===== config.mk =====
export PLATFORM = sky130hd
export DESIGN_NAME = tmng_scheduler
export DESIGN_NICKNAME = d
export VERILOG_FILES = /design/src/rtl/tmng_pkg.sv /design/src/rtl/tmng_rr_pick.sv /design/src/rtl/tmng_scheduler.sv
export SDC_FILE = /design/constraint.sdc
export NUM_CORES = 1
export LEC_CHECK = 0
export BUFFER_PORTS_ARGS = -buffer_cell sky130_fd_sc_hd__buf_2
export CELL_PAD_IN_SITES_DETAIL_PLACEMENT = 1
export CELL_PAD_IN_SITES_GLOBAL_PLACEMENT = 1
export CORE_MARGIN = 2
export CORE_UTILIZATION = 30
export DETAILED_ROUTE_END_ITERATION = 10
export PLACE_DENSITY_LB_ADDON = 0.3
export SYNTH_ARGS = -nofsm -noshare
export SYNTH_HDL_FRONTEND = slang
export SYNTH_SLANG_ARGS = --single-unit

===== constraint.sdc =====
create_clock -name clk -period 2.35 [get_ports clk]
set_input_delay 0.235 -clock clk [delete_from_list [all_inputs] [get_ports clk]]
set_output_delay 0.235 -clock clk [all_outputs]
set_load 0.02 [all_outputs]

===== src/rtl/tmng_pkg.sv =====
// Shared types and constants for the time-multiplexed NAND scheduler.
package tmng_pkg;

  localparam logic MODE_TDM = 1'b0;
  localparam logic MODE_RR  = 1'b1;

  localparam int unsigned NUM_REQ_DEFAULT = 4;

  typedef struct packed {
    logic valid;
    logic a;
    logic b;
  } slot_t;

endpackage


===== src/rtl/tmng_rr_pick.sv =====
// Cyclic priority picker: first set request at or after start, wrapping around.
module tmng_rr_pick #(
  parameter int unsigned NUM_REQ = 4,
  parameter int unsigned IDX_W   = $clog2(NUM_REQ)
) (
  input  logic [NUM_REQ-1:0] req,
  input  logic [IDX_W-1:0]   start,
  output logic               found,
  output logic [IDX_W-1:0]   idx
);

  logic [IDX_W-1:0] pos;

  // Scan from the farthest offset down so the nearest hit is written last.
  always_comb begin
    found = 1'b0;
    idx   = '0;
    pos   = '0;
    for (int k = NUM_REQ - 1; k >= 0; k--) begin
      pos = IDX_W'((32'(start) + 32'(k)) % NUM_REQ);
      if (req[pos]) begin
        found = 1'b1;
        idx   = pos;
      end
    end
  end

endmodule


===== src/rtl/tmng_scheduler.sv =====
// Time-multiplexes one registered NAND unit among NUM_REQ requesters using
// one-entry operand slots and a TDM or round-robin grant.
module tmng_scheduler
  import tmng_pkg::*;
#(
  parameter int unsigned NUM_REQ = NUM_REQ_DEFAULT,
  parameter int unsigned IDX_W   = $clog2(NUM_REQ),
  parameter int unsigned CNT_W   = 8
) (
  input  logic               clk,
  input  logic               rst_n,
  input  logic               ena,
  input  logic               mode,
  input  logic [NUM_REQ-1:0] issue,
  input  logic [NUM_REQ-1:0] op_a,
  input  logic [NUM_REQ-1:0] op_b,
  input  logic               ovf_clr,
  output logic [NUM_REQ-1:0] done,
  output logic [NUM_REQ-1:0] result,
  output logic [IDX_W-1:0]   grant_idx,
  output logic               busy,
  output logic [NUM_REQ-1:0] overflow,
  output logic [CNT_W-1:0]   op_count
);

  slot_t [NUM_REQ-1:0] slot_q;
  logic  [NUM_REQ-1:0] slot_valid;
  logic                exec_valid_q, exec_a_q, exec_b_q;
  logic  [IDX_W-1:0]   grant_idx_q;
  logic  [NUM_REQ-1:0] done_q, result_q;
  logic  [NUM_REQ-1:0] overflow_q, overflow_d;
  logic  [CNT_W-1:0]   op_count_q;
  logic  [IDX_W-1:0]   rr_ptr_q, rr_ptr_d;
  logic  [IDX_W-1:0]   tdm_ctr_q, tdm_ctr_d;

  logic                rr_found;
  logic  [IDX_W-1:0]   rr_idx;
  logic                grant_vld;
  logic  [IDX_W-1:0]   grant_sel;
  logic  [NUM_REQ-1:0] grant_oh;
  logic  [NUM_REQ-1:0] accept;

  function automatic logic [IDX_W-1:0] wrap_inc(input logic [IDX_W-1:0] v);
    return (v == IDX_W'(NUM_REQ - 1)) ? '0 : v + IDX_W'(1);
  endfunction

  tmng_rr_pick #(
    .NUM_REQ (NUM_REQ),
    .IDX_W   (IDX_W)
  ) u_rr_pick (
    .req   (slot_valid),
    .start (rr_ptr_q),
    .found (rr_found),
    .idx   (rr_idx)
  );

  always_comb begin
    for (int i = 0; i < NUM_REQ; i++) begin
      slot_valid[i] = slot_q[i].valid;
    end
    grant_vld = ena & ((mode == MODE_RR) ? rr_found : slot_valid[tdm_ctr_q]);
    grant_sel = (mode == MODE_RR) ? rr_idx : tdm_ctr_q;
    grant_oh  = '0;
    if (grant_vld) begin
      grant_oh[grant_sel] = 1'b1;
    end
    // A slot being granted this cycle frees up in time to take a new issue.
    accept     = issue & (~slot_valid | grant_oh);
    overflow_d = (overflow_q & ~{NUM_REQ{ovf_clr}}) | (issue & ~accept);
    tdm_ctr_d  = ena ? wrap_inc(tdm_ctr_q) : tdm_ctr_q;
    rr_ptr_d   = (grant_vld && (mode == MODE_RR)) ? wrap_inc(rr_idx) : rr_ptr_q;
  end

  always_ff @(posedge clk or negedge rst_n) begin
    if (!rst_n) begin
      slot_q       <= '0;
      exec_valid_q <= 1'b0;
      exec_a_q     <= 1'b0;
      exec_b_q     <= 1'b0;
      grant_idx_q  <= '0;
      done_q       <= '0;
      result_q     <= '0;
      overflow_q   <= '0;
      op_count_q   <= '0;
      rr_ptr_q     <= '0;
      tdm_ctr_q    <= '0;
    end else begin
      for (int i = 0; i < NUM_REQ; i++) begin
        if (accept[i]) begin
          slot_q[i] <= slot_t'{valid: 1'b1, a: op_a[i], b: op_b[i]};
        end else if (grant_oh[i]) begin
          slot_q[i].valid <= 1'b0;
        end
      end

      exec_valid_q <= grant_vld;
      if (grant_vld) begin
        exec_a_q    <= slot_q[grant_sel].a;
        exec_b_q    <= slot_q[grant_sel].b;
        grant_idx_q <= grant_sel;
      end

      done_q <= '0;
      if (exec_valid_q) begin
        done_q[grant_idx_q]   <= 1'b1;
        result_q[grant_idx_q] <= ~(exec_a_q & exec_b_q);
        op_count_q            <= op_count_q + CNT_W'(1);
      end

      overflow_q <= overflow_d;
      tdm_ctr_q  <= tdm_ctr_d;
      rr_ptr_q   <= rr_ptr_d;
    end
  end

  assign done      = done_q;
  assign result    = result_q;
  assign grant_idx = grant_idx_q;
  assign busy      = (|slot_valid) | exec_valid_q;
  assign overflow  = overflow_q;
  assign op_count  = op_count_q;

endmodule


==> results of run 1 <==
==> layer usage <==
layer | up-vias | part of all wire (%) | wire, um | global-route usage [%]
met2 | 52 | 47 | 2140 | 22.2
met5 | - | 0 | 0 | 0
met3 | 7 | 6.6 | 298 | 3.15
met4 | 0 | 1.3 | 61 | 3.03
li1 | 725 | - | - | -
met1 | 721 | 45 | 2030 | 18.5
==> path summary, 6_finish.rpt <==
| check | cells after the start | slack (ns) | to |
|---|---|---|---|
| worst min-delay path | 1 | 0.07 | op_count[4]$_DFFE_PN0P_ |
| max in group asynchronous | 1 | 1.70 | slot_q[10]$_DFFE_PN0P_ |
| worst max register to register | 6 | 0.14 | slot_q[1]$_DFFE_PN0P_ |
| worst max-delay path | 6 | 0.14 | slot_q[1]$_DFFE_PN0P_ |
| min in group clk | 2 | 0.15 | slot_q[4]$_DFFE_PN0P_ |
| worst min register to register | 1 | 0.47 | op_count[7]$_DFFE_PN0P_ |
==> stage by stage <==
| stage | power (W) | cell area, um^2 | hold WS [ns] | instances | worst slack, ns |
|---|---|---|---|---|---|
| floorplan | 0.00211 | 1940 | -0.0606 | 178 | 0.248 |
| global placement | 0.00253 | 2240 | 0.425 | 294 | 0.201 |
| detailed placement | 0.00256 | 2240 | 0.440 | 294 | 0.143 |
| CTS | 0.00327 | 2380 | 0.105 | 302 | 0.121 |
| global route | 0.00346 | 2380 | 0.144 | 302 | 0.0209 |
| finish | 0.00322 | 2380 | 0.0684 | 302 | 0.142 |
==> synthesized netlist by cell type, types with 2 or more instances <==
| library cell | count | area (um^2) |
|---|---|---|
| clkbuf_1 | 3 | 11.3 |
| o221ai_1 | 2 | 17.5 |
| mux2_2 | 3 | 33.8 |
| nand4_1 | 3 | 18.8 |
| and3_1 | 5 | 31.3 |
| inv_1 | 12 | 45.0 |
| o21bai_1 | 4 | 30.0 |
| mux2i_1 | 7 | 70.1 |
| a21oi_1 | 4 | 20.0 |
| nor2_1 | 12 | 45.0 |
| dfrtp_1 | 41 | 1030 |
| o31ai_1 | 2 | 15.0 |
| mux2_1 | 8 | 90.1 |
| a31oi_1 | 5 | 31.3 |
| nor2b_1 | 6 | 37.5 |
| nand2_2 | 2 | 12.5 |
| o21ai_2 | 2 | 17.5 |
| or4_1 | 2 | 15.0 |
| buf_6 | 2 | 22.5 |
| o22ai_1 | 5 | 31.3 |
| o21ai_0 | 2 | 10.0 |
| o21ai_1 | 3 | 15.0 |
| o22a_1 | 2 | 17.5 |
| nand3_1 | 2 | 10.0 |
| a211oi_1 | 2 | 15.0 |
| xnor2_1 | 7 | 61.3 |
| ha_1 | 2 | 25.0 |
| nand2_1 | 14 | 52.6 |
==> worst max-delay path: cells and delay by family (launching register included) <==
family | cells | cell delay (ns)
and+or+nand+nor | 3 | 0.94
AOI/OAI and AO/OA | 2 | 0.41
muxes | 1 | 0.32
DFF | 1 | 0.42
==> cell families after synthesis <==
kind of cell	count (synthesis)	synth area share (%)
AND/OR/NAND/NOR	52	13.6
flip-flops	41	52.8
AO/OA/AOI/OAI	40	14.7
multiplexers	18	9.97
buffers and inverters	17	4.05
XOR/XNOR	8	3.60
adder cells (fa/ha/maj)	2	1.29
==> power groups by stage <==
stage          clock network (W)  logic, W  registers [W]
3_5_place_dp                   0   0.00127        0.00129
4_1_cts                 0.000715   0.00127        0.00128
5_1_grt                 0.000743   0.00139        0.00133
2_1_floorplan                  0  0.000744        0.00136
3_3_place_gp                   0   0.00125        0.00128
6_report                0.000689   0.00126        0.00128
==> sequential cells by signal, indices dropped and copies added (netlist names) <==
signal        flops
grant_idx         2
exec_valid_q      1
slot_q           12
op_count          8
overflow          4
tdm_ctr_q         2
done              4
exec_a_q          1
exec_b_q          1
result            4
rr_ptr_q          2
==> placed cells by master (no fill, tap or decap), types with 2 or more instances in the layout <==
| cell | n |
|---|---|
| a211oi_1 | 2 |
| a21oi_1 | 4 |
| a31oi_1 | 5 |
| and3_1 | 5 |
| buf_2 | 39 |
| buf_4 | 5 |
| bufinv_16 | 2 |
| clkbuf_8 | 5 |
| dfrtp_1 | 41 |
| ha_1 | 2 |
| inv_1 | 12 |
| mux2_1 | 8 |
| mux2_2 | 3 |
| mux2i_1 | 7 |
| nand2_1 | 14 |
| nand2_2 | 2 |
| nand3_1 | 2 |
| nand4_1 | 3 |
| nor2_1 | 12 |
| nor2b_1 | 6 |
| o21ai_0 | 2 |
| o21ai_1 | 3 |
| o21ai_2 | 2 |
| o21bai_1 | 4 |
| o221ai_1 | 2 |
| o22a_1 | 2 |
| o22ai_1 | 5 |
| o31ai_1 | 2 |
| or4_1 | 2 |
| xnor2_1 | 7 |
==> cell type report <==
class | count | area, um^2
sequential | 41 | 1030
multi-input combinational | 120 | 840
clock inverter | 3 | 68.8
timing repair buffer | 44 | 233
fill | 749 | 3940
clock buffer | 5 | 68.8
inverter | 12 | 45.0
tap | 77 | 96.3
==> flow_metrics.env, run 1 <==
export IMPL_cts_tree="yes"
export IMPL_postCtsHoldBufs=0
export IMPL_wire_per_inst_um=15.0
export IMPL_synth_main_ff_cell="dfrtp_1"
export IMPL_clk_pin_slew_ns=0.09
export IMPL_grt_overflow=0
export IMPL_vias=1505
export IMPL_p_comb_share_pct=39.0
export IMPL_setup_tns_ns=0
export IMPL_cts_max_path_buffers=2
export IMPL_crit_fanout=6
export IMPL_min_period_over_period_pct=94.0
export IMPL_routed_via_density=4.98
export IMPL_synth_cells=178
export IMPL_clk_latency_ns=0.29
export IMPL_synth_fp_nets=197
export IMPL_seqPwrFrac_pct=39.6
export IMPL_synth_edf_count=0
export IMPL_nets=243
export IMPL_post_cts_setup_buffers=0
export IMPL_power_internal_w=0.00197
export IMPL_clock_root_buffer="clkbuf_8"
export IMPL_power_frac_clock_pct=21.4
export IMPL_drtAntennaViolNets=0
export IMPL_rsz0062_at_grt="no"
export IMPL_io_buffer_count=39
export IMPL_coreArea_um2=6310
export IMPL_finalHoldViolations=0
export IMPL_cts_resized=0
export IMPL_post_route_util_pct=37.7
export IMPL_drc=0
export IMPL_first_iter_violations=39
export IMPL_synth_cell_types=42
export IMPL_dieArea_um2=7140
export IMPL_ys_warn_count=0
export IMPL_endpoint_kind="flop"
export IMPL_drive_above_1_share_pct=27.6
export IMPL_drv_cap=0
export IMPL_fp_dieW_um=84.5
export IMPL_slew_violations=0
export IMPL_grt_pass1_wl_um=7890
export IMPL_fmax_ghz=0.453
export IMPL_crit_start="slot_q[8]$_DFFE_PN0P_"
export IMPL_worstPathArrival_ns=2.38
export IMPL_grtUsageTotal_pct=13.6
export IMPL_area_delta_synth_final_pct=22.3
export IMPL_die_y_um=84.5
export IMPL_cts_buffers=5
export IMPL_synth_async_reset_ratio_pct=100
export IMPL_antenna_found_initial=0
export IMPL_required_ns=2.52
export IMPL_hpwl_um=3450
export IMPL_hold_path_class="in2async"
export IMPL_grt_pass1_vias=1550
export IMPL_first_pass_iters=4
export IMPL_max_slew_margin_pct=38.8
export IMPL_avgSynthCellArea_um2=10.9
export IMPL_slowest_delay_ns=0.56
export IMPL_powerDensity_nw_per_um2=1360
export IMPL_cts_sinks=41
export IMPL_ir_drop_mv=0.624
export IMPL_r2r_start="slot_q[8]$_DFFE_PN0P_"
export IMPL_swShare_pct=38.9
export IMPL_yosysSeqAreaShare_pct=52.8
export IMPL_start_util_pct=30.8
export IMPL_path_class="reg2reg"
export IMPL_layout_min_cycle_time_ns=2.21
export IMPL_path_cells="or4_1 -> and3_1 -> a31oi_2 -> o21ai_2 -> nand2_2 -> mux2_1"
export IMPL_report_final_setup_viol=0
export IMPL_synth_ff_latch_count=41
export IMPL_grt_max_degree=42
export IMPL_drt_total_wl_um=4530
export IMPL_start_kind="flop"
export IMPL_crit_slowest_cell="or4_1"
export IMPL_clock_skew_ns=0.00782
export IMPL_rows=29
export IMPL_leakage_nw=1.11
export IMPL_p_switching_w=0.00125
export IMPL_gp_congestion=0.862
export IMPL_io_pins=40
export IMPL_outcome="finished clean"
export IMPL_tightest_slew_ns=0.918
export IMPL_htree_levels=2
export IMPL_diodes=0
export IMPL_syn_area_um2=1940
(Power assumes the default switching activity.)
==> run 2: changes to the inputs <==
==> constraint.sdc (replaced) <==
create_clock -name clk -period 2.35 [get_ports clk]
set_input_delay 0 -clock clk [delete_from_list [all_inputs] [get_ports clk]]
set_output_delay 0 -clock clk [all_outputs]
set_load 0.02 [all_outputs]
==> flow_metrics.env, run 2 (synthesis results as in run 1) <==
export IMPL_outcome="finished clean"
export IMPL_area_delta_synth_final_pct=29.5
export IMPL_layout_min_cycle_time_ns=2.23
export IMPL_nets=257
export IMPL_leakage_nw=1.17
export IMPL_wire_per_inst_um=15.0
export IMPL_power_frac_clock_pct=21.3
export IMPL_drtAntennaViolNets=0
export IMPL_grt_overflow=0
export IMPL_gp_congestion=0.862
export IMPL_required_ns=2.52
export IMPL_drive_above_1_share_pct=25.9
export IMPL_largest_register_ffs=12
export IMPL_ir_drop_mv=0.630
export IMPL_coreArea_um2=6310
export IMPL_grt_pass1_vias=1636
export IMPL_crit_fanout=6
export IMPL_io_buffer_count=39
export IMPL_top_register="slot_q"
export IMPL_clock_skew_ns=0.00662
export IMPL_antenna_found_initial=0
export IMPL_placed_cells=294
export IMPL_stdcell_count=316
export IMPL_drv_cap=0
export IMPL_rsz0062_at_grt="no"
export IMPL_path_cells="or4_1 -> and3_1 -> a31oi_2 -> o21ai_2 -> nand2_2 -> mux2_1"
export IMPL_endpoint_kind="flop"
export IMPL_grt_pass1_wl_um=8190
export IMPL_post_cts_setup_buffers=0
export IMPL_max_slew_margin_pct=38.3
export IMPL_first_iter_violations=40
export IMPL_htree_levels=2
export IMPL_dieArea_um2=7140
export IMPL_routed_via_density=5.02
export IMPL_grt_max_degree=42
export IMPL_drt_total_wl_um=4730
export IMPL_hold_path_class="in2reg"
export IMPL_clock_root_buffer="clkbuf_8"
export IMPL_cts_max_path_buffers=2
export IMPL_diodes=0
export IMPL_slowest_delay_ns=0.56
export IMPL_min_period_over_period_pct=95.1
export IMPL_cts_buffers=5
export IMPL_setup_tns_ns=0
export IMPL_layout_commonest_cell="dfrtp_1"
export IMPL_powerDensity_nw_per_um2=1290
export IMPL_swShare_pct=38.9
export IMPL_cts_tree="yes"
export IMPL_slew_violations=0
export IMPL_die_y_um=84.5
export IMPL_clk_pin_slew_ns=0.09
export IMPL_final_fill_count=737
export IMPL_final_cell_mix="dfrtp_1 (41), buf_2 (39), nand2_1 (14), dlygate4sd3_1 (14)"
export IMPL_reg2reg_slack_ns=0.12
export IMPL_path_class="reg2reg"
export IMPL_cts_sinks=41
export IMPL_finalHoldViolations=0
export IMPL_clk_latency_ns=0.29
export IMPL_report_final_setup_viol=0
export IMPL_hpwl_um=3450
export IMPL_first_pass_iters=4
export IMPL_seqPwrFrac_pct=39.4
export IMPL_start_kind="flop"
export IMPL_vias=1586
export IMPL_io_pins=40
export IMPL_fin_area_um2=2520
export IMPL_total_power_w=0.00325
export IMPL_worstPathArrival_ns=2.41
export IMPL_p_switching_w=0.00126
export IMPL_grtUsageTotal_pct=14.1
export IMPL_tightest_slew_ns=0.926
export IMPL_cts_resized=0
export IMPL_start_util_pct=30.8
export IMPL_fp_dieW_um=84.5
export IMPL_power_internal_w=0.00198
export IMPL_rows=29
export IMPL_drc=0
export IMPL_placed_area_um2=2240
export IMPL_p_comb_share_pct=39.3
export IMPL_fmax_ghz=0.448
export IMPL_crit_slowest_cell="or4_1"
[run 2: repair_timing]
action	in CTS	in global routing
hold buffers	14	0
endpoints found under the hold margin	57	0
setup endpoints to repair	0	0
[run 2: path summary, 6_finish.rpt]
check / startpoint / to / depth (start not counted)
worst min register to register: op_count[7]$_DFFE_PN0P_ / op_count[7]$_DFFE_PN0P_ / 1
worst min-delay path: ena / tdm_ctr_q[0]$_DFFE_PN0P_ / 2
worst max register to register: slot_q[8]$_DFFE_PN0P_ / slot_q[1]$_DFFE_PN0P_ / 6
max in group asynchronous: rst_n / slot_q[2]$_DFFE_PN0P_ / 2
worst max-delay path: slot_q[8]$_DFFE_PN0P_ / slot_q[1]$_DFFE_PN0P_ / 6
min in group asynchronous: rst_n / op_count[6]$_DFFE_PN0P_ / 2
[run 2: routing by layer]
metal | vias to the layer above | GRT usage (%) | wire length (um)
met3 | 8 | 3.15 | 280
met4 | 0 | 3.03 | 63
met2 | 59 | 23.3 | 2300
met5 | - | 0 | 0
met1 | 769 | 19.2 | 2090
li1 | 750 | - | -
[run 2: area by class of cell]
class	count	area [um^2]	area share [%]
flip-flops and latches	41	1030	40.8
multi-input cells	120	840	33.3
repair buffers	58	373	14.8
well taps	77	96.3	3.83
clock buffers	5	68.8	2.73
clock inverters	3	68.8	2.73
inverters	12	45.0	1.79
[run 2: metrics by stage]
stage / util [%] / setup slack [ns] / hold slack [ns]
final: 39.9 / 0.116 / 0.0273
after global routing: 39.9 / 0.0208 / 0.0336
after CTS: 39.9 / 0.121 / 0.0147
after detailed placement: 35.5 / 0.143 / 0.205
after global placement: 35.5 / 0.201 / 0.190
after floorplan: - / 0.248 / -0.296
[run 2: power by group through the flow]
| stage | Clock (W) | Combinational (W) | Sequential [W] |
|---|---|---|---|
| floorplan | 0 | 0.000744 | 0.00136 |
| global placement | 0 | 0.00125 | 0.00128 |
| detailed placement | 0 | 0.00127 | 0.00129 |
| CTS | 0.000715 | 0.00129 | 0.00128 |
| global route | 0.000743 | 0.00141 | 0.00133 |
| finish | 0.000692 | 0.00128 | 0.00128 |
[run 2: worst max-delay path, delay by kind of cell (launching register included)]
kind / cells / cell delay (ns)
simple gates: 3 / 0.93
compound gates: 2 / 0.43
flops: 1 / 0.42
mux: 1 / 0.32
